<file path="src/rtl/i2s_tx_serializer.sv">
// ---------------------------------------------------------------------------
// i2s_tx_serializer
//
// Turns stereo samples from the effect chain into an I2S stream for the
// output codec. One stereo sample is taken per frame through a one-entry
// valid/ready holding register. BCLK and LRCLK are divided down from the
// system clock, and data goes out MSB-first one BCLK after each LRCLK edge.
//
// Parameters:
//   CLK_DIV       system clocks per BCLK half-period (>= 1)
//   SAMPLE_WIDTH  bits sent per channel, taken from the top of each 32-bit
//                 sample (1..31); lower bits are truncated
//
// Ports:
//   clk           system clock, rising edge
//   reset         synchronous active-high reset
//   in_L, in_R    signed 32-bit left/right samples
//   sample_valid  in_L/in_R are valid this cycle
//   sample_ready  holding register is empty
//   bclk          bit clock
//   lrclk         word select (0 = left, 1 = right)
//   sdata         serial data, changes only when bclk falls
//   frame_start   one-cycle pulse at each frame boundary
//   underflow     one-cycle pulse at a boundary that found no sample waiting
//
// Build option:
//   I2S_TX_REPEAT_EN  when defined, an underflow frame repeats the last
//                     transmitted sample pair; otherwise it sends silence.
// ---------------------------------------------------------------------------
module i2s_tx_serializer #(
  parameter int CLK_DIV      = 4,
  parameter int SAMPLE_WIDTH = 24
) (
  input  logic        clk,
  input  logic        reset,
  input  logic [31:0] in_L,
  input  logic [31:0] in_R,
  input  logic        sample_valid,
  output logic        sample_ready,
  output logic        bclk,
  output logic        lrclk,
  output logic        sdata,
  output logic        frame_start,
  output logic        underflow
);

  localparam int              DIV_W    = (CLK_DIV > 1) ? $clog2(CLK_DIV) : 1;
  localparam logic [DIV_W-1:0] DIV_LAST = DIV_W'(CLK_DIV - 1);
  localparam logic [5:0]       SW6      = 6'(SAMPLE_WIDTH);

  logic [DIV_W-1:0] div_cnt_q, div_cnt_d;
  logic             bclk_q, bclk_d;
  logic [5:0]       bit_cnt_q, bit_cnt_d;
  logic             lrclk_q, lrclk_d;
  logic             sdata_q, sdata_d;
  logic             frame_start_q, frame_start_d;
  logic             underflow_q, underflow_d;
  logic             hold_full_q, hold_full_d;
  logic [31:0]      hold_l_q, hold_l_d;
  logic [31:0]      hold_r_q, hold_r_d;
  logic [31:0]      tx_l_q, tx_l_d;
  logic [31:0]      tx_r_q, tx_r_d;

  logic       div_tc;
  logic       fall_evt;
  logic       boundary;
  logic       accept;
  logic [5:0] next_slot;
  logic [4:0] slot_idx;
  logic [4:0] bit_pos;
  logic       slot_active;
  logic       slot_bit;

  // State register: every flop takes its reset value in the cycle after
  // reset is sampled, which abandons any partial frame. bit_cnt parks at 63
  // so that the first falling event after release is a frame boundary.
  always_ff @(posedge clk) begin
    if (reset) begin
      div_cnt_q     <= '0;
      bclk_q        <= 1'b0;
      bit_cnt_q     <= 6'd63;
      lrclk_q       <= 1'b0;
      sdata_q       <= 1'b0;
      frame_start_q <= 1'b0;
      underflow_q   <= 1'b0;
      hold_full_q   <= 1'b0;
      hold_l_q      <= '0;
      hold_r_q      <= '0;
      tx_l_q        <= '0;
      tx_r_q        <= '0;
    end else begin
      div_cnt_q     <= div_cnt_d;
      bclk_q        <= bclk_d;
      bit_cnt_q     <= bit_cnt_d;
      lrclk_q       <= lrclk_d;
      sdata_q       <= sdata_d;
      frame_start_q <= frame_start_d;
      underflow_q   <= underflow_d;
      hold_full_q   <= hold_full_d;
      hold_l_q      <= hold_l_d;
      hold_r_q      <= hold_r_d;
      tx_l_q        <= tx_l_d;
      tx_r_q        <= tx_r_d;
    end
  end

  // Slot decode for the slot being entered on a falling event. Within each
  // half, slot s (1..SAMPLE_WIDTH) carries bit 32-s of that channel; slot 0
  // of each half and everything past SAMPLE_WIDTH are zero. The bit position
  // 32-s is formed as a 5-bit negation of the slot index.
  always_comb begin
    next_slot   = bit_cnt_q + 6'd1;
    slot_idx    = next_slot[4:0];
    bit_pos     = 5'd0 - slot_idx;
    slot_active = (slot_idx != 5'd0) && ({1'b0, slot_idx} <= SW6);
    slot_bit    = 1'b0;
    if (slot_active) begin
      slot_bit = next_slot[5] ? tx_r_q[bit_pos] : tx_l_q[bit_pos];
    end
  end

  // Next-state logic: clock divider, slot counter, frame boundary handling
  // and the upstream handshake. The transmit registers hold the whole pair
  // for the frame and are indexed by slot, so after a frame they still hold
  // the last transmitted pair, which the repeat build relies on.
  always_comb begin
    div_cnt_d     = div_cnt_q;
    bclk_d        = bclk_q;
    bit_cnt_d     = bit_cnt_q;
    lrclk_d       = lrclk_q;
    sdata_d       = sdata_q;
    frame_start_d = 1'b0;
    underflow_d   = 1'b0;
    hold_full_d   = hold_full_q;
    hold_l_d      = hold_l_q;
    hold_r_d      = hold_r_q;
    tx_l_d        = tx_l_q;
    tx_r_d        = tx_r_q;

    div_tc   = (div_cnt_q == DIV_LAST);
    fall_evt = div_tc && bclk_q;
    boundary = fall_evt && (bit_cnt_q == 6'd63);
    accept   = sample_valid && !hold_full_q;

    if (div_tc) begin
      div_cnt_d = '0;
      bclk_d    = ~bclk_q;
    end else begin
      div_cnt_d = div_cnt_q + DIV_W'(1);
    end

    if (fall_evt) begin
      bit_cnt_d = next_slot;
      lrclk_d   = next_slot[5];
      sdata_d   = slot_bit;
    end

    if (boundary) begin
      frame_start_d = 1'b1;
      if (hold_full_q) begin
        tx_l_d      = hold_l_q;
        tx_r_d      = hold_r_q;
        hold_full_d = 1'b0;
      end else begin
        underflow_d = 1'b1;
`ifdef I2S_TX_REPEAT_EN
        tx_l_d = tx_l_q;
        tx_r_d = tx_r_q;
`else
        tx_l_d = '0;
        tx_r_d = '0;
`endif
      end
    end

    // Acceptance is only possible while empty, so it never collides with a
    // boundary that drains the register. A sample accepted on an empty
    // boundary waits for the next frame.
    if (accept) begin
      hold_full_d = 1'b1;
      hold_l_d    = in_L;
      hold_r_d    = in_R;
    end
  end

  assign sample_ready = ~hold_full_q;
  assign bclk         = bclk_q;
  assign lrclk        = lrclk_q;
  assign sdata        = sdata_q;
  assign frame_start  = frame_start_q;
  assign underflow    = underflow_q;

endmodule
</file>
<file path="config.mk">
export PLATFORM = sky130hd
export DESIGN_NAME = i2s_tx_serializer
export DESIGN_NICKNAME = d
export VERILOG_FILES = /design/src/rtl/i2s_tx_serializer.sv
export SDC_FILE = /design/constraint.sdc
export NUM_CORES = 1
export LEC_CHECK = 0
export CAP_MARGIN = 0
export CORE_ASPECT_RATIO = 0.75
export CORE_MARGIN = 2
export CORE_UTILIZATION = 30
export CTS_BUF_LIST = sky130_fd_sc_hd__clkbuf_2
export DETAILED_ROUTE_END_ITERATION = 8
export SYNTH_ARGS = -nofsm -noshare
export SYNTH_HDL_FRONTEND = slang
export SYNTH_SLANG_ARGS = --single-unit
</file>
<file path="constraint.sdc">
create_clock -name clk -period 3.05 [get_ports clk]
set_input_delay 0.4575 -clock clk [delete_from_list [all_inputs] [get_ports clk]]
set_output_delay 0.4575 -clock clk [all_outputs]
set_load 0.02 [all_outputs]
</file>
==> impl_metrics.json, run 1 <==
{
  "port_buffers": 72,
  "cp-start-kind": "flop",
  "worstPathArrival_ns": 3.24,
  "finalSetupViolCount": 0,
  "die_w_um": 159.3,
  "worstSetupStartpoint": "bit_cnt_q[1]",
  "drive_above_1_share": 0.09238,
  "p_seq_frac": 0.574,
  "power.share.switching": 0.2445,
  "grt_start_max_net_pins": 66,
  "p_int_mw": 2.571,
  "hpwl_mm": 8.359,
  "core_area_um2": 17660,
  "dr.first_iter.drc_count": 227,
  "worstPathMaxFanout": 7,
  "clock_sinks": 142,
  "drtAntennaViolNets": 0,
  "cts_resized": 0,
  "hold_viol": 0,
  "synth_seq_cells": 142,
  "period_needed_ns": 2.694,
  "io_pins": 73,
  "tns_ns": 0,
  "max-slew-margin-rel": 0.5658,
  "mostFrequentLayoutCells": "dfxtp_1 (142), nand2_1 (133), a21oi_1 (73)",
  "syn_inst": 549,
  "wl_mm": 12.18,
  "rows": 42,
  "max_freq_ghz": 0.3712,
  "synth-edff-count": 0,
  "vias": 4095,
  "clockBufferDepth": 2,
  "start_util": 0.3074,
  "p_comb_frac": 0.081,
  "final_nets": 676,
  "power.switching_mw": 0.8321,
  "syn_area_um2": 5428,
  "slew_violations": 0,
  "htreeDepth": 4,
  "dr.pass1.iters": 5,
  "antenna_found_initial": 0,
  "power.total_mw": 3.403,
  "timing.final.crit_share": 0.8834,
  "final_common_cell": "dfxtp_1",
  "numCtsBuffers": 17,
  "overflow": 0,
  "cts_tree": "yes",
  "post_cts_buffers": 0,
  "p_leak_nw": 2.513,
  "grt_pass1_wl_mm": 20.35,
  "num_antenna_cells": 0,
  "outcome": "completed",
  "yosys_most_used_dff": "dfxtp_1",
  "power_density_nw_per_um2": 517.4,
  "rsz0062_at_grt": "no",
  "synth_fp_nets": 619,
  "root_buffer": "clkbuf_2",
  "synthArstFlopShare": 0,
  "grt_pass1_vias": 4206,
  "die-height_um": 120.5,
  "ir_drop_uv": 177.9,
  "clock-skew-final_ns": 0.03185,
  "clock_latency_ns": 0.67,
  "min_from": "reset",
  "syn_avg_cell_area_um2": 9.887,
  "cp-end-kind": "flop",
  "clkTransAtPathRegs_ns": 0.21,
  "synth_warnings": 0,
  "maxCapViolations": 0,
  "hold_buffers": 0,
  "syn_to_final_growth_pct": 21.18,
  "required_ns": 3.59,
  "via_per_inst": 4.767,
  "hold_path_class": "input port to flop",
  "wl_per_cell_um": 14.17,
  "gp_congestion": 0.7841,
  "synthDistinctLibCells": 47,
  "remaining_drc_errors": 0,
  "power.share.clock": 0.344,
  "worst_pin_slew_ns": 0.6490,
  "synth.yosys.seq_area_share": 0.5237,
  "r2r_start": "bit_cnt_q[1]",
  "die_area_um2": 19200,
  "crit_type": "flop to flop",
  "track_usage": 0.1311
}
critical path, cell delays in order, from the launching register on:
cell and delay, ns:
dfxtp_1 0.48, ha_1 0.32, nand3_1 0.15, xor2_1 0.20, ha_1 0.37, a221oi_1 0.28
o21ai_1 0.13, mux2i_1 0.18, o32ai_1 0.13, a2111oi_2 0.35
logic make-up (layout without fill, tap and decap cells):
group | after synthesis | in the layout | synth area share
xor gates and xnor gates | 8 | 8 | 0.01429
muxes | 21 | 21 | 0.07676
AOI/OAI and AO/OA | 154 | 154 | 0.1973
and+or+nand+nor | 175 | 175 | 0.1372
DFF | 142 | 142 | 0.5237
adders and majority gates | 3 | 3 | 0.006916
buffers and inverters | 46 | 114 | 0.04380
power by group through the flow:
stage	Sequential [mW]	Combinational [mW]	Clock, mW
2_1_floorplan	1.98	0.155	0
3_3_place_gp	1.99	0.273	0
3_5_place_dp	1.99	0.280	0
4_1_cts	1.96	0.282	1.21
5_1_grt	1.96	0.313	1.28
6_report	1.95	0.277	1.17
sequential cells by signal, summed over array words and instances, names as in the netlist:
signal,cells
tx_r_q,32
bit_cnt_q,6
lrclk,1
hold_r_q,32
sdata,1
bclk,1
underflow,1
frame_start,1
tx_l_q,32
div_cnt_q,2
hold_full_q,1
hold_l_q,32
per-stage QoR:
step           hold WS (ns)  area (um^2)  setup slack (ns)  utilization  std cells
3_3_place_gp         0.4134         6319            0.5629       0.3579        829
5_1_grt              0.2033         6578           0.09643       0.3725        859
3_5_place_dp         0.4307         6319            0.4611       0.3579        829
2_1_floorplan        0.4043         5428            0.7665            -        549
6_report             0.2552         6578            0.3557       0.3725        859
4_1_cts              0.1905         6578            0.4346       0.3725        859
path summary, 6_finish.rpt:
path / cells past startpoint / slack (ns) / to
setup / recovery: 9 / 0.36 / sdata
hold / removal: 2 / 0.26 / hold_l_q[17]
setup reg to reg: 9 / 0.36 / sdata
hold reg to reg: 1 / 0.45 / div_cnt_q[0]
routing by layer:
layer | track usage | wire, um | vias to the layer above
met5 | 0 | 0 | -
met4 | 0.04773 | 133 | 0
met3 | 0.03636 | 712 | 17
met2 | 0.2076 | 5393 | 126
met1 | 0.1721 | 5936 | 1887
li1 | - | - | 2065
synth_stat cells, types with 2 or more instances:
library cell	n	share of area
xnor2_1	3	0.0048
nand3_1	5	0.0046
a21oi_1	73	0.067
a211oi_1	4	0.0055
mux2i_1	6	0.011
a22o_1	64	0.10
ha_1	3	0.0069
nand2b_1	5	0.0058
buf_1	5	0.0035
nor3_1	6	0.0055
o21ai_1	2	0.0018
buf_2	9	0.0083
nor2b_1	4	0.0046
nor2_1	7	0.0048
buf_6	5	0.010
inv_1	3	0.0021
nand2_1	134	0.093
mux4_1	8	0.039
dfxtp_1	142	0.52
and3_1	3	0.0035
xor2_1	4	0.0065
a31oi_1	2	0.0023
clkbuf_1	23	0.016
mux4_2	6	0.025
cell type report:
cell class	instances	area, um^2
Clock buffer	17	85.08
Timing Repair Buffer	81	783.3
Inverter	3	11.26
Clock inverter	13	173.9
Fill cell	1803	11080
Tap cell	242	302.8
Sequential cell	142	2843
Multi-Input combinational cell	361	2379
Note: power is estimated with default switching activity, not from simulation.
==> run 2: changes to the inputs <==
Settings changed: CORE_UTILIZATION 30 to 57, PLACE_DENSITY set to 0.82.
==> impl_metrics.json, run 2 (same netlist as run 1, synthesis figures left out) <==
{
  "rrSetupSlack_ns": 0.41,
  "power.share.clock": 0.329,
  "timing.final.crit_share": 0.8670,
  "period_needed_ns": 2.644,
  "finalNonFillerCells": 748,
  "cp.depth": 9,
  "worstSetupStartpoint": "bit_cnt_q[0]",
  "grt_start_max_net_pins": 66,
  "clockBufferDepth": 2,
  "tns_ns": 0,
  "maxCapViolations": 0,
  "root_buffer": "clkbuf_2",
  "power_density_nw_per_um2": 516.5,
  "drive_above_1_share": 0.09355,
  "overflow": 0,
  "crit_type": "flop to flop",
  "dr.pass1.iters": 5,
  "dp.cells": 716,
  "slowest_delay_ns": 0.51,
  "p_comb_frac": 0.083,
  "post_cts_buffers": 0,
  "final_nets": 677,
  "path_cells": "ha_1 -> nand3_1 -> xor2_1 -> ha_1 -> a221oi_1 -> o21ai_1 -> mux2i_1 -> o32ai_1 -> a2111oi_2",
  "cp_common_cell": "ha_1",
  "num-fill-cells": 710,
  "worstPathMaxFanout": 6,
  "clock-skew-final_ns": 0.02440,
  "cp-end-kind": "flop",
  "crit_path_top_delay_cell": "dfxtp_1",
  "ir_drop_uv": 270.1,
  "max-slew-margin-rel": 0.2879,
  "route.met2.wl_mm": 5.137,
  "hold_path_class": "input port to flop",
  "slew_violations": 0,
  "die_w_um": 116.7,
  "clkTransAtPathRegs_ns": 0.20,
  "rsz0062_at_grt": "no",
  "grt_pass1_wl_mm": 18.07,
  "clock_latency_ns": 0.69,
  "die_area_um2": 10330,
  "power.switching_mw": 0.8299,
  "drt-met1-wl_mm": 5.372,
  "p_seq_frac": 0.587,
  "critPathBufInv": 0,
  "start_util": 0.5926,
  "syn_to_final_growth_pct": 18.58,
  "numCtsBuffers": 17,
  "rows": 30,
  "antenna_found_initial": 0,
  "vias": 4198,
  "drtAntennaViolNets": 0,
  "remaining_drc_errors": 0,
  "port_buffers": 72,
  "multi_input_area_um2": 2379,
  "hpwl_mm": 7.215,
  "cp-endpoint": "sdata",
  "cp-start-kind": "flop",
  "final_common_cell": "dfxtp_1",
  "wl_mm": 11.27,
  "hold_buffers": 0,
  "core_area_um2": 9159,
  "cts_resized": 0,
  "cts_tree": "yes",
  "required_ns": 3.63,
  "outcome": "completed",
  "die-height_um": 88.51,
  "top_layer": "met4",
  "worst_pin_slew_ns": 1.068,
  "worstPathArrival_ns": 3.23,
  "power.share.switching": 0.2496,
  "gp_congestion": 0.9331,
  "r2r-end": "sdata",
  "mostFrequentLayoutCells": "dfxtp_1 (142), nand2_1 (133), a21oi_1 (73)",
  "hold_viol": 0,
  "worst_path_dominant_cell_family": "compound AO/OA/AOI/OAI gates",
  "p_int_mw": 2.495,
  "p_leak_nw": 2.511,
  "io_pins": 73,
  "regArea_um2": 2843,
  "track_usage": 0.2271,
  "r2r_start": "bit_cnt_q[0]",
  "max_freq_ghz": 0.3782,
  "finalSetupViolCount": 0,
  "rr_worst_depth": 9,
  "grt_pass1_vias": 3867,
  "via_per_inst": 5.612,
  "clock_sinks": 142,
  "wl_met3_um": 668,
  "num_antenna_cells": 0,
  "wl_per_cell_um": 15.07,
  "htreeDepth": 4,
  "hold_depth": 2,
  "dr.first_iter.drc_count": 237
}
run 2: cell type report:
cell class              instances  share of cell area
flip-flops and latches        142              0.4417
inverters                       3            0.001750
repair buffers                 82              0.1248
clock inverters                14             0.02333
clock buffers                  18             0.01400
well taps                     128             0.02488
multi-input cells             361              0.3696
run 2: per-stage QoR:
stage	total power, mW	setup slack (ns)	utilization	hold slack, ns	instance area (um^2)
floorplan	2.133	0.7665	-	0.4043	5428
global placement	2.258	0.6267	0.6765	0.4116	6196
detailed placement	2.268	0.4616	0.6765	0.4240	6196
CTS	3.336	0.4246	0.7027	0.2183	6436
global route	3.462	0.1913	0.7027	0.2097	6436
finish	3.325	0.4056	0.7027	0.2473	6436
run 2: per-layer routing:
metal | vias to the layer above | global-route usage
met5 | - | 0
met4 | 0 | 0.06845
met3 | 11 | 0.06575
met2 | 119 | 0.3615
met1 | 1995 | 0.3045
li1 | 2073 | -
run 2: worst min path at each step:
| stage | end | slack (ns) | start |
|---|---|---|---|
| 6_report | hold_r_q[31] | 0.25 | reset |
| 5_1_grt | hold_r_q[31] | 0.21 | reset |
| 3_5_place_dp | div_cnt_q[0] | 0.42 | div_cnt_q[0] |
| 4_1_cts | hold_r_q[20] | 0.22 | reset |
| 2_1_floorplan | div_cnt_q[0] | 0.40 | div_cnt_q[0] |
| 3_3_place_gp | div_cnt_q[0] | 0.41 | div_cnt_q[0] |
run 2: power by group through the flow:
stage	sequential, mW	combinational (mW)	clock [mW]
after floorplan	1.98	0.155	0
after global placement	1.99	0.268	0
after detailed placement	1.99	0.278	0
after CTS	1.95	0.280	1.10
after global routing	1.96	0.308	1.19
final	1.95	0.277	1.09
run 2: worst register-to-register path: stages, from the launching register on:
cell	delay (ns)
dfxtp_1	0.51
ha_1	0.31
nand3_1	0.14
xor2_1	0.17
ha_1	0.36
a221oi_1	0.35
o21ai_1	0.13
mux2i_1	0.16
o32ai_1	0.12
a2111oi_2	0.31
==> run 3: changes to the inputs <==
Settings changed: CAP_MARGIN 0 to 30, CORE_UTILIZATION 57 to 54, CTS_BUF_LIST sky130_fd_sc_hd__clkbuf_2 to sky130_fd_sc_hd__clkbuf_16, PLACE_DENSITY 0.82 to 0.79.
Clock period 3.05 ns to 2.52 ns, I/O delays scaled along.
==> impl_metrics.json, run 3 (same netlist as run 1, synthesis figures left out) <==
{
  "slowest_delay_ns": 0.58,
  "power_density_nw_per_um2": 778.1,
  "r2r_start": "bit_cnt_q[1]",
  "hold_viol": 0,
  "post_cts_buffers": 0,
  "wl_mm": 12.10,
  "cts_tree": "yes",
  "rsz0062_at_grt": "no",
  "multi_input_area_um2": 2381,
  "worstPathMaxFanout": 22,
  "grt_start_max_net_pins": 66,
  "holdWs_ns": 0.3107,
  "grt_pass1_wl_mm": 19.74,
  "worstPathArrival_ns": 2.68,
  "max_freq_ghz": 0.4185,
  "core_area_um2": 9736,
  "mostFrequentLayoutCells": "dfxtp_1 (141), nand2_1 (133), a21oi_1 (73)",
  "regArea_um2": 2844,
  "num-fill-cells": 721,
  "timing.final.crit_share": 0.9482,
  "die_w_um": 119.8,
  "syn_to_final_growth_pct": 26.92,
  "via_per_inst": 5.594,
  "period_needed_ns": 2.389,
  "clock_latency_ns": 0.42,
  "dr.first_iter.drc_count": 268,
  "clock-skew-final_ns": 0.005104,
  "final_common_cell": "dfxtp_1",
  "required_ns": 2.81,
  "rows": 31,
  "worst_pin_slew_ns": 0.6155,
  "stdcell_area_um2": 6889,
  "clock_sinks": 142,
  "final_nets": 678,
  "critPathBufInv": 1,
  "hpwl_mm": 7.552,
  "die-height_um": 90.83,
  "numCtsBuffers": 17,
  "start_util": 0.5575,
  "max-slew-margin-rel": 0.5882,
  "die_area_um2": 10880,
  "crit_path_top_delay_cell": "mux4_1",
  "place_area_um2": 6259,
  "path_cells": "ha_2 -> buf_12 -> mux4_1 -> mux2i_1 -> nor3_1 -> o32ai_1 -> a2111oi_2",
  "finalSetupViolCount": 0,
  "port_buffers": 72,
  "remaining_drc_errors": 0,
  "root_buffer": "clkbuf_16",
  "grt_pass1_vias": 4066,
  "io_pins": 73,
  "tns_ns": 0,
  "overflow": 0,
  "worst_path_dominant_cell_family": "multiplexers",
  "htreeDepth": 4,
  "worstSetupStartpoint": "bit_cnt_q[1]",
  "min_from": "reset",
  "track_usage": 0.2305,
  "drive_above_1_share": 0.09662,
  "slew_violations": 0,
  "ir_drop_uv": 511.2,
  "antenna_found_initial": 0,
  "clockBufferDepth": 2,
  "wl_per_cell_um": 16.07,
  "vias": 4212,
  "maxCapViolations": 0,
  "cp-end-kind": "flop",
  "clkTransAtPathRegs_ns": 0.06,
  "outcome": "completed",
  "p_leak_nw": 2.693,
  "drtAntennaViolNets": 0,
  "hold_path_class": "input port to flop",
  "gp_congestion": 0.8311,
  "cp-start-kind": "flop",
  "crit_type": "flop to flop",
  "dr.pass1.iters": 5,
  "num_antenna_cells": 0
}
[run 3: cell count changes in the layout (fill, tap and decap cells not counted)]
cell and change:
dfxtp_1 -1, ha_2 +1, buf_12 +4, bufinv_16 +2, clkinv_2 -1, buf_4 -3
inv_1 +1, clkinvlp_4 -1, dfxtp_2 +1, ha_1 -1, clkbuf_2 -18, clkbuf_16 +17
[run 3: layer usage]
layer	share of wire	global-route usage
met1	0.47	0.3041
met2	0.47	0.3629
met3	0.047	0.05556
met4	0.014	0.09804
met5	0	0
[run 3: cell type report]
type | count | share of cell area
Sequential cell | 142 | 0.4128
Clock inverter | 15 | 0.02924
Tap cell | 132 | 0.02397
Multi-Input combinational cell | 361 | 0.3456
Clock buffer | 17 | 0.06175
Timing Repair Buffer | 83 | 0.1250
Inverter | 3 | 0.001635
[run 3: final timing paths]
kind / end / slack, ns / cells after the start
max: sdata / 0.13 / 7
min: bclk / 0.31 / 2
min reg2reg: div_cnt_q[0] / 0.44 / 1
max reg2reg: sdata / 0.13 / 7
[run 3: repair_timing]
action | CTS | global route
resized for setup | 0 | 2
hold buffers | 0 | 0
endpoints found under the setup margin | 0 | 1
endpoints found under the hold margin | 0 | 0
[run 3: report_power, final]
group | total (mW) | leakage, nW | internal, mW | switching (mW)
Clock | 2.64 | 0.300 | 1.73 | 0.913
Sequential | 2.36 | 1.15 | 2.32 | 0.0467
Combinational | 0.353 | 1.24 | 0.176 | 0.177
[run 3: stage by stage]
stage	power, mW	setup slack (ns)	util	cells
2_1_floorplan	2.582	0.2365	-	549
3_3_place_gp	2.743	0.2258	0.6428	721
3_5_place_dp	2.758	0.1763	0.6428	721
4_1_cts	5.389	0.1427	0.7072	753
5_1_grt	5.543	0.006425	0.7076	753
6_report	5.360	0.1306	0.7076	753
